**config.mk**
```make
export PLATFORM = sky130hd
export DESIGN_NAME = nihilist_encrypt_stream
export DESIGN_NICKNAME = d
export VERILOG_FILES = /design/src/rtl/nihilist_encrypt_stream.sv
export SDC_FILE = /design/constraint.sdc
export NUM_CORES = 1
export LEC_CHECK = 0
export CAP_MARGIN = 10
export CORE_ASPECT_RATIO = 0.6
export CORE_MARGIN = 2
export CORE_UTILIZATION = 49
export CTS_CLUSTER_DIAMETER = 50
export DETAILED_ROUTE_END_ITERATION = 10
export PLACE_DENSITY = 0.84
export SYNTH_ARGS = -nofsm -noshare
export SYNTH_HDL_FRONTEND = slang
export SYNTH_SLANG_ARGS = --single-unit
```
**constraint.sdc**
```tcl
create_clock -name clk -period 2.18 [get_ports clk]
set_clock_uncertainty 0.15 [all_clocks]
set_input_delay 0.436 -clock clk [delete_from_list [all_inputs] [get_ports clk]]
set_output_delay 0.436 -clock clk [all_outputs]
set_load 0.03 [all_outputs]
```
**src/rtl/nihilist_encrypt_stream.sv**
```systemverilog
// rtl/nihilist_encrypt_stream.sv - Nihilist cipher stream encryptor, two-stage valid/ready pipeline
// Optional build macro: LOWERCASE_FOLD_EN folds a-z to uppercase before the square lookup.
module nihilist_encrypt_stream #(
    parameter int SEC_LEN = 9
) (
    input  logic       clk,
    input  logic       rst_n,
    input  logic       in_valid,
    output logic       in_ready,
    input  logic [7:0] in_data,
    input  logic       in_last,
    output logic       out_valid,
    input  logic       out_ready,
    output logic [7:0] out_data,
    output logic       out_last,
    output logic       out_err,
    output logic [7:0] err_count
);
    localparam int KW = (SEC_LEN > 1) ? $clog2(SEC_LEN) : 1;

    // Returns {invalid, 10*row+col} for the MATEI/BCDFG/HKLNO/PQRSU/VWXYZ square.
    function automatic logic [6:0] square_lookup(input logic [7:0] ch);
        logic [7:0] c;
        c = ch;
`ifdef LOWERCASE_FOLD_EN
        if (c >= 8'h61 && c <= 8'h7A) c = c - 8'h20;
`endif
        case (c)
            "M": square_lookup = {1'b0, 6'd11};
            "A": square_lookup = {1'b0, 6'd12};
            "T": square_lookup = {1'b0, 6'd13};
            "E": square_lookup = {1'b0, 6'd14};
            "I", "J": square_lookup = {1'b0, 6'd15};
            "B": square_lookup = {1'b0, 6'd21};
            "C": square_lookup = {1'b0, 6'd22};
            "D": square_lookup = {1'b0, 6'd23};
            "F": square_lookup = {1'b0, 6'd24};
            "G": square_lookup = {1'b0, 6'd25};
            "H": square_lookup = {1'b0, 6'd31};
            "K": square_lookup = {1'b0, 6'd32};
            "L": square_lookup = {1'b0, 6'd33};
            "N": square_lookup = {1'b0, 6'd34};
            "O": square_lookup = {1'b0, 6'd35};
            "P": square_lookup = {1'b0, 6'd41};
            "Q": square_lookup = {1'b0, 6'd42};
            "R": square_lookup = {1'b0, 6'd43};
            "S": square_lookup = {1'b0, 6'd44};
            "U": square_lookup = {1'b0, 6'd45};
            "V": square_lookup = {1'b0, 6'd51};
            "W": square_lookup = {1'b0, 6'd52};
            "X": square_lookup = {1'b0, 6'd53};
            "Y": square_lookup = {1'b0, 6'd54};
            "Z": square_lookup = {1'b0, 6'd55};
            default: square_lookup = {1'b1, 6'd0};
        endcase
    endfunction

    // Key "PARASCHIV"; indices beyond 8 reuse the key cyclically.
    function automatic logic [5:0] key_lookup(input logic [KW-1:0] k);
        case (32'(k) % 32'd9)
            32'd0:   key_lookup = 6'd41;
            32'd1:   key_lookup = 6'd12;
            32'd2:   key_lookup = 6'd43;
            32'd3:   key_lookup = 6'd12;
            32'd4:   key_lookup = 6'd44;
            32'd5:   key_lookup = 6'd22;
            32'd6:   key_lookup = 6'd31;
            32'd7:   key_lookup = 6'd15;
            default: key_lookup = 6'd51;
        endcase
    endfunction

    logic [KW-1:0] key_idx;
    logic          s1_valid;
    logic [5:0]    s1_plain;
    logic [5:0]    s1_key;
    logic          s1_err;
    logic          s1_last;
    logic          advance;
    logic          accept;
    logic [6:0]    lookup_res;

    assign advance    = !out_valid || out_ready;
    assign in_ready   = !s1_valid || advance;
    assign accept     = in_valid && in_ready;
    assign lookup_res = square_lookup(in_data);

    always_ff @(posedge clk or negedge rst_n) begin
        if (!rst_n) begin
            key_idx  <= '0;
            s1_valid <= 1'b0;
            s1_plain <= '0;
            s1_key   <= '0;
            s1_err   <= 1'b0;
            s1_last  <= 1'b0;
        end else begin
            if (accept) begin
                s1_valid <= 1'b1;
                s1_plain <= lookup_res[5:0];
                s1_err   <= lookup_res[6];
                s1_key   <= key_lookup(key_idx);
                s1_last  <= in_last;
                // A message end restarts the key so the next message begins at key[0].
                if (in_last || key_idx == KW'(SEC_LEN - 1))
                    key_idx <= '0;
                else
                    key_idx <= key_idx + 1'b1;
            end else if (advance) begin
                s1_valid <= 1'b0;
            end
        end
    end

    always_ff @(posedge clk or negedge rst_n) begin
        if (!rst_n) begin
            out_valid <= 1'b0;
            out_data  <= '0;
            out_last  <= 1'b0;
            out_err   <= 1'b0;
        end else if (advance) begin
            out_valid <= s1_valid;
            if (s1_valid) begin
                out_data <= s1_err ? 8'd0 : {2'b00, s1_plain} + {2'b00, s1_key};
                out_last <= s1_last;
                out_err  <= s1_err;
            end
        end
    end

    always_ff @(posedge clk or negedge rst_n) begin
        if (!rst_n)
            err_count <= '0;
        else if (out_valid && out_ready && out_err && err_count != 8'd255)
            err_count <= err_count + 8'd1;
    end
endmodule

```
==> results of run 1 <==
-- sequential cells by signal (all words and copies together) (netlist names) --
register	cells
err_count	8
key_idx	4
out_data	7
out_err	1
out_last	1
out_valid	1
s1_err	1
s1_key	6
s1_last	1
s1_plain	6
s1_valid	1
-- worst paths after layout --
check / slack, ns / endpoint / cells after the start / start
min in group asynchronous: 0.40 / out_data[0] / 2 / rst_n
max reg2reg: 0.10 / s1_key[4] / 8 / key_idx[1]
min: 0.33 / s1_last / 2 / s1_last
max in group asynchronous: 1.15 / s1_key[5] / 2 / rst_n
max: 0.10 / s1_key[4] / 8 / key_idx[1]
min reg2reg: 0.33 / s1_last / 2 / s1_last
-- worst register-to-register path, cell delays in order (launching register included) --
cell and delay [ns]:
dfrtp_1 0.42, inv_2 0.13, ha_4 0.14, nand2b_1 0.08
o21ai_2 0.23, mux2_4 0.34, ha_1 0.28, nor2_1 0.04
o22a_1 0.17
-- metal layers --
| metal | up-vias | wire length (µm) | share of wire, % |
|---|---|---|---|
| li1 | 908 | - | - |
| met1 | 861 | 2400 | 52 |
| met2 | 47 | 2000 | 43 |
| met3 | 9 | 196 | 4.2 |
| met4 | 0 | 63 | 1.4 |
| met5 | - | 0 | 0 |
-- stage by stage --
stage / area, µm² / total power, mW / setup slack [ns] / setup TNS, ns
after floorplan: 2260 / 1.44 / 0.133 / 0
after CTS: 2860 / 2.38 / 0.0535 / 0
after detailed placement: 2740 / 1.77 / -0.136 / -0.252
after global routing: 2870 / 2.52 / 0.0244 / 0
after global placement: 2740 / 1.74 / -0.0859 / -0.120
final: 2870 / 2.38 / 0.104 / 0
-- power by group --
group	leakage, nW	internal [mW]	switching (mW)
clock	0.0543	0.342	0.264
sequential	0.467	0.806	0.139
combinational	0.767	0.380	0.454
total	1.29	1.53	0.857
-- synth_stat cells (2+ instances only) --
| master | instances |
|---|---|
| nand2b_1 | 9 |
| nand2_1 | 21 |
| buf_1 | 3 |
| buf_4 | 2 |
| o21ai_1 | 10 |
| a21oi_1 | 13 |
| nand3_1 | 6 |
| nor3b_1 | 3 |
| dfrtp_1 | 37 |
| o31ai_1 | 4 |
| nand3b_1 | 2 |
| a21o_1 | 3 |
| nor2b_1 | 6 |
| o21ai_0 | 6 |
| a22o_1 | 5 |
| nor2_1 | 9 |
| clkbuf_1 | 4 |
| and3_1 | 4 |
| ha_1 | 20 |
| o41ai_1 | 3 |
| nand4_1 | 2 |
| xnor2_1 | 7 |
| mux2i_1 | 3 |
| xor2_1 | 4 |
| mux2_1 | 2 |
| o211ai_1 | 2 |
| mux2_2 | 2 |
| buf_2 | 2 |
| inv_1 | 12 |
-- layout make-up --
| cell class | instances | area share (%) |
|---|---|---|
| Clock buffer | 5 | 2.40 |
| Clock inverter | 3 | 1.61 |
| Timing Repair Buffer | 50 | 15.7 |
| Tap cell | 63 | 2.75 |
| Inverter | 12 | 1.57 |
| Multi-Input combinational cell | 170 | 43.7 |
| Sequential cell | 37 | 32.2 |
-- repair_timing --
item	CTS	global route
hold buffers	0	0
gates resized for setup	0	5
setup endpoints to repair	0	2
-- logic make-up after synthesis --
| family | synth area share [%] |
|---|---|
| other | 0.166 |
| AO/OA/AOI/OAI | 17.3 |
| multiplexers | 4.98 |
| buffers and inverters | 4.26 |
| XOR/XNOR | 4.98 |
| AND/OR/NAND/NOR | 15.5 |
| adder cells (fa/ha/maj) | 11.9 |
| flip-flops | 40.9 |
==> impl_metrics.env, run 1 <==
export IMPL_hold_viol=0
export IMPL_cts_buffer_depth=2
export IMPL_layout_common_cells="dfrtp_1 (37), clkdlybuf4s50_1 (30), nand2_1 (21)"
export IMPL_wire_per_inst_um=13.7
export IMPL_top_usage_layer="met1"
export IMPL_synth_edf_count=0
export IMPL_cp_cell_sequence="inv_2 -> ha_4 -> nand2b_1 -> o21ai_2 -> mux2_4 -> ha_1 -> nor2_1 -> o22a_1"
export IMPL_slowest_stage="dfrtp_1"
export IMPL_required_ns=2.21
export IMPL_setup_viol=0
export IMPL_path_class="reg2reg"
export IMPL_final_cells=340
export IMPL_worstSkewPairLatency_ns=0.30
export IMPL_cp_num_buf_inv=1
export IMPL_clk_pin_slew_ns=0.07
export IMPL_slowest_delay_ns=0.42
export IMPL_multiInputGateArea_um2=1260
export IMPL_grt_usage_pct=20.3
export IMPL_slew_viol_final=0
export IMPL_start_kind="flip-flop"
export IMPL_numPortBuffers=31
export IMPL_layout_drive_gt1_share_pct=14.1
export IMPL_start_util_pct=50.1
export IMPL_via_per_inst=5.37
export IMPL_path_delay_family="flip-flops"
export IMPL_critPathArrivalTime_ns=2.11
export IMPL_place_inst=332
export IMPL_routed_wl_um=4660
export IMPL_cts_root_buf="clkbuf_8"
export IMPL_synth_area_leader_cell="dfrtp_1"
export IMPL_regArea_um2=926
export IMPL_status="completed"
export IMPL_yosysSeqAreaShare_pct=40.9
export IMPL_die_h_um=56.6
export IMPL_netlist_area_um2=2260
export IMPL_cts_max_level=2
export IMPL_syn_to_final_growth_pct=26.9
export IMPL_max_clock_freq_ghz=0.482
export IMPL_drc=0
export IMPL_drt_pass1_iterations=4
export IMPL_vias=1825
export IMPL_syn_inst=230
export IMPL_min_path_type="reg2reg"
export IMPL_die_area_um2=5190
export IMPL_synth_cell_types=53
export IMPL_cts_setup_buffers=0
export IMPL_grt_start_max_net_pins=38
export IMPL_die_x_um=91.7
export IMPL_fin_crit_ns=2.08
export IMPL_power_density_nw_per_um2=830
export IMPL_nets=310
export IMPL_drt_iter0_markers=153
export IMPL_cts_buffers=5
export IMPL_ir_drop_mv=0.482
export IMPL_yosysWarnings=0
export IMPL_synth_top_cells_by_area="dfrtp_1 (41%), ha_1 (11%), nand2_1 (3.5%)"
export IMPL_ant_nets=0
export IMPL_globalplace_congestion=0.919
export IMPL_syn_nets=264
export IMPL_ios=33
export IMPL_path_max_fanout=5
export IMPL_grt_ovfl_total=0
export IMPL_utilization_pct=63.6
export IMPL_synth_top_area_share_pct=40.9
export IMPL_diodes=0
export IMPL_use_met2_pct=29.7
export IMPL_maxCapViolCount=0
export IMPL_grt_pass1_wl_um=8260
export IMPL_p_leak_nw=1.29
export IMPL_grt_pass1_vias=1749
export IMPL_ys_async_sr_fraction_pct=100
export IMPL_end_kind="flip-flop"
export IMPL_cts_tree="done"
export IMPL_min_period_over_period_pct=95.2
export IMPL_core_area_um2=4520
export IMPL_synthFlopType="dfrtp_1"
export IMPL_clock_sinks=37
export IMPL_mostFrequentLayoutCell="dfrtp_1"
export IMPL_nFillCells=365
export IMPL_grt_setup_unrepaired="false"
export IMPL_fin_hold_ws_ns=0.328
export IMPL_synth_avg_cell_area_um2=9.84
export IMPL_use_met1_pct=30.3
export IMPL_synth_ff_latch_count=37
export IMPL_dp_hpwl_um=3530
export IMPL_gr_usage_met3_pct=4.16
export IMPL_fp_row_count=19
export IMPL_antenna_found_initial=0
No activity file was read; power rests on OpenSTA's default activity.
==> inputs of run 2 (changes only) <==
--- a/config.mk
+++ b/config.mk
@@ -5,11 +5,11 @@
 export SDC_FILE = /design/constraint.sdc
 export NUM_CORES = 1
 export LEC_CHECK = 0
+export ABC_AREA = 0
 export CAP_MARGIN = 10
 export CORE_ASPECT_RATIO = 0.6
 export CORE_MARGIN = 2
 export CORE_UTILIZATION = 49
-export CTS_CLUSTER_DIAMETER = 50
 export DETAILED_ROUTE_END_ITERATION = 10
 export PLACE_DENSITY = 0.84
 export SYNTH_ARGS = -nofsm -noshare
==> results of run 2 <==
The final DEF is identical to that of run 1; final timing and power are the same.
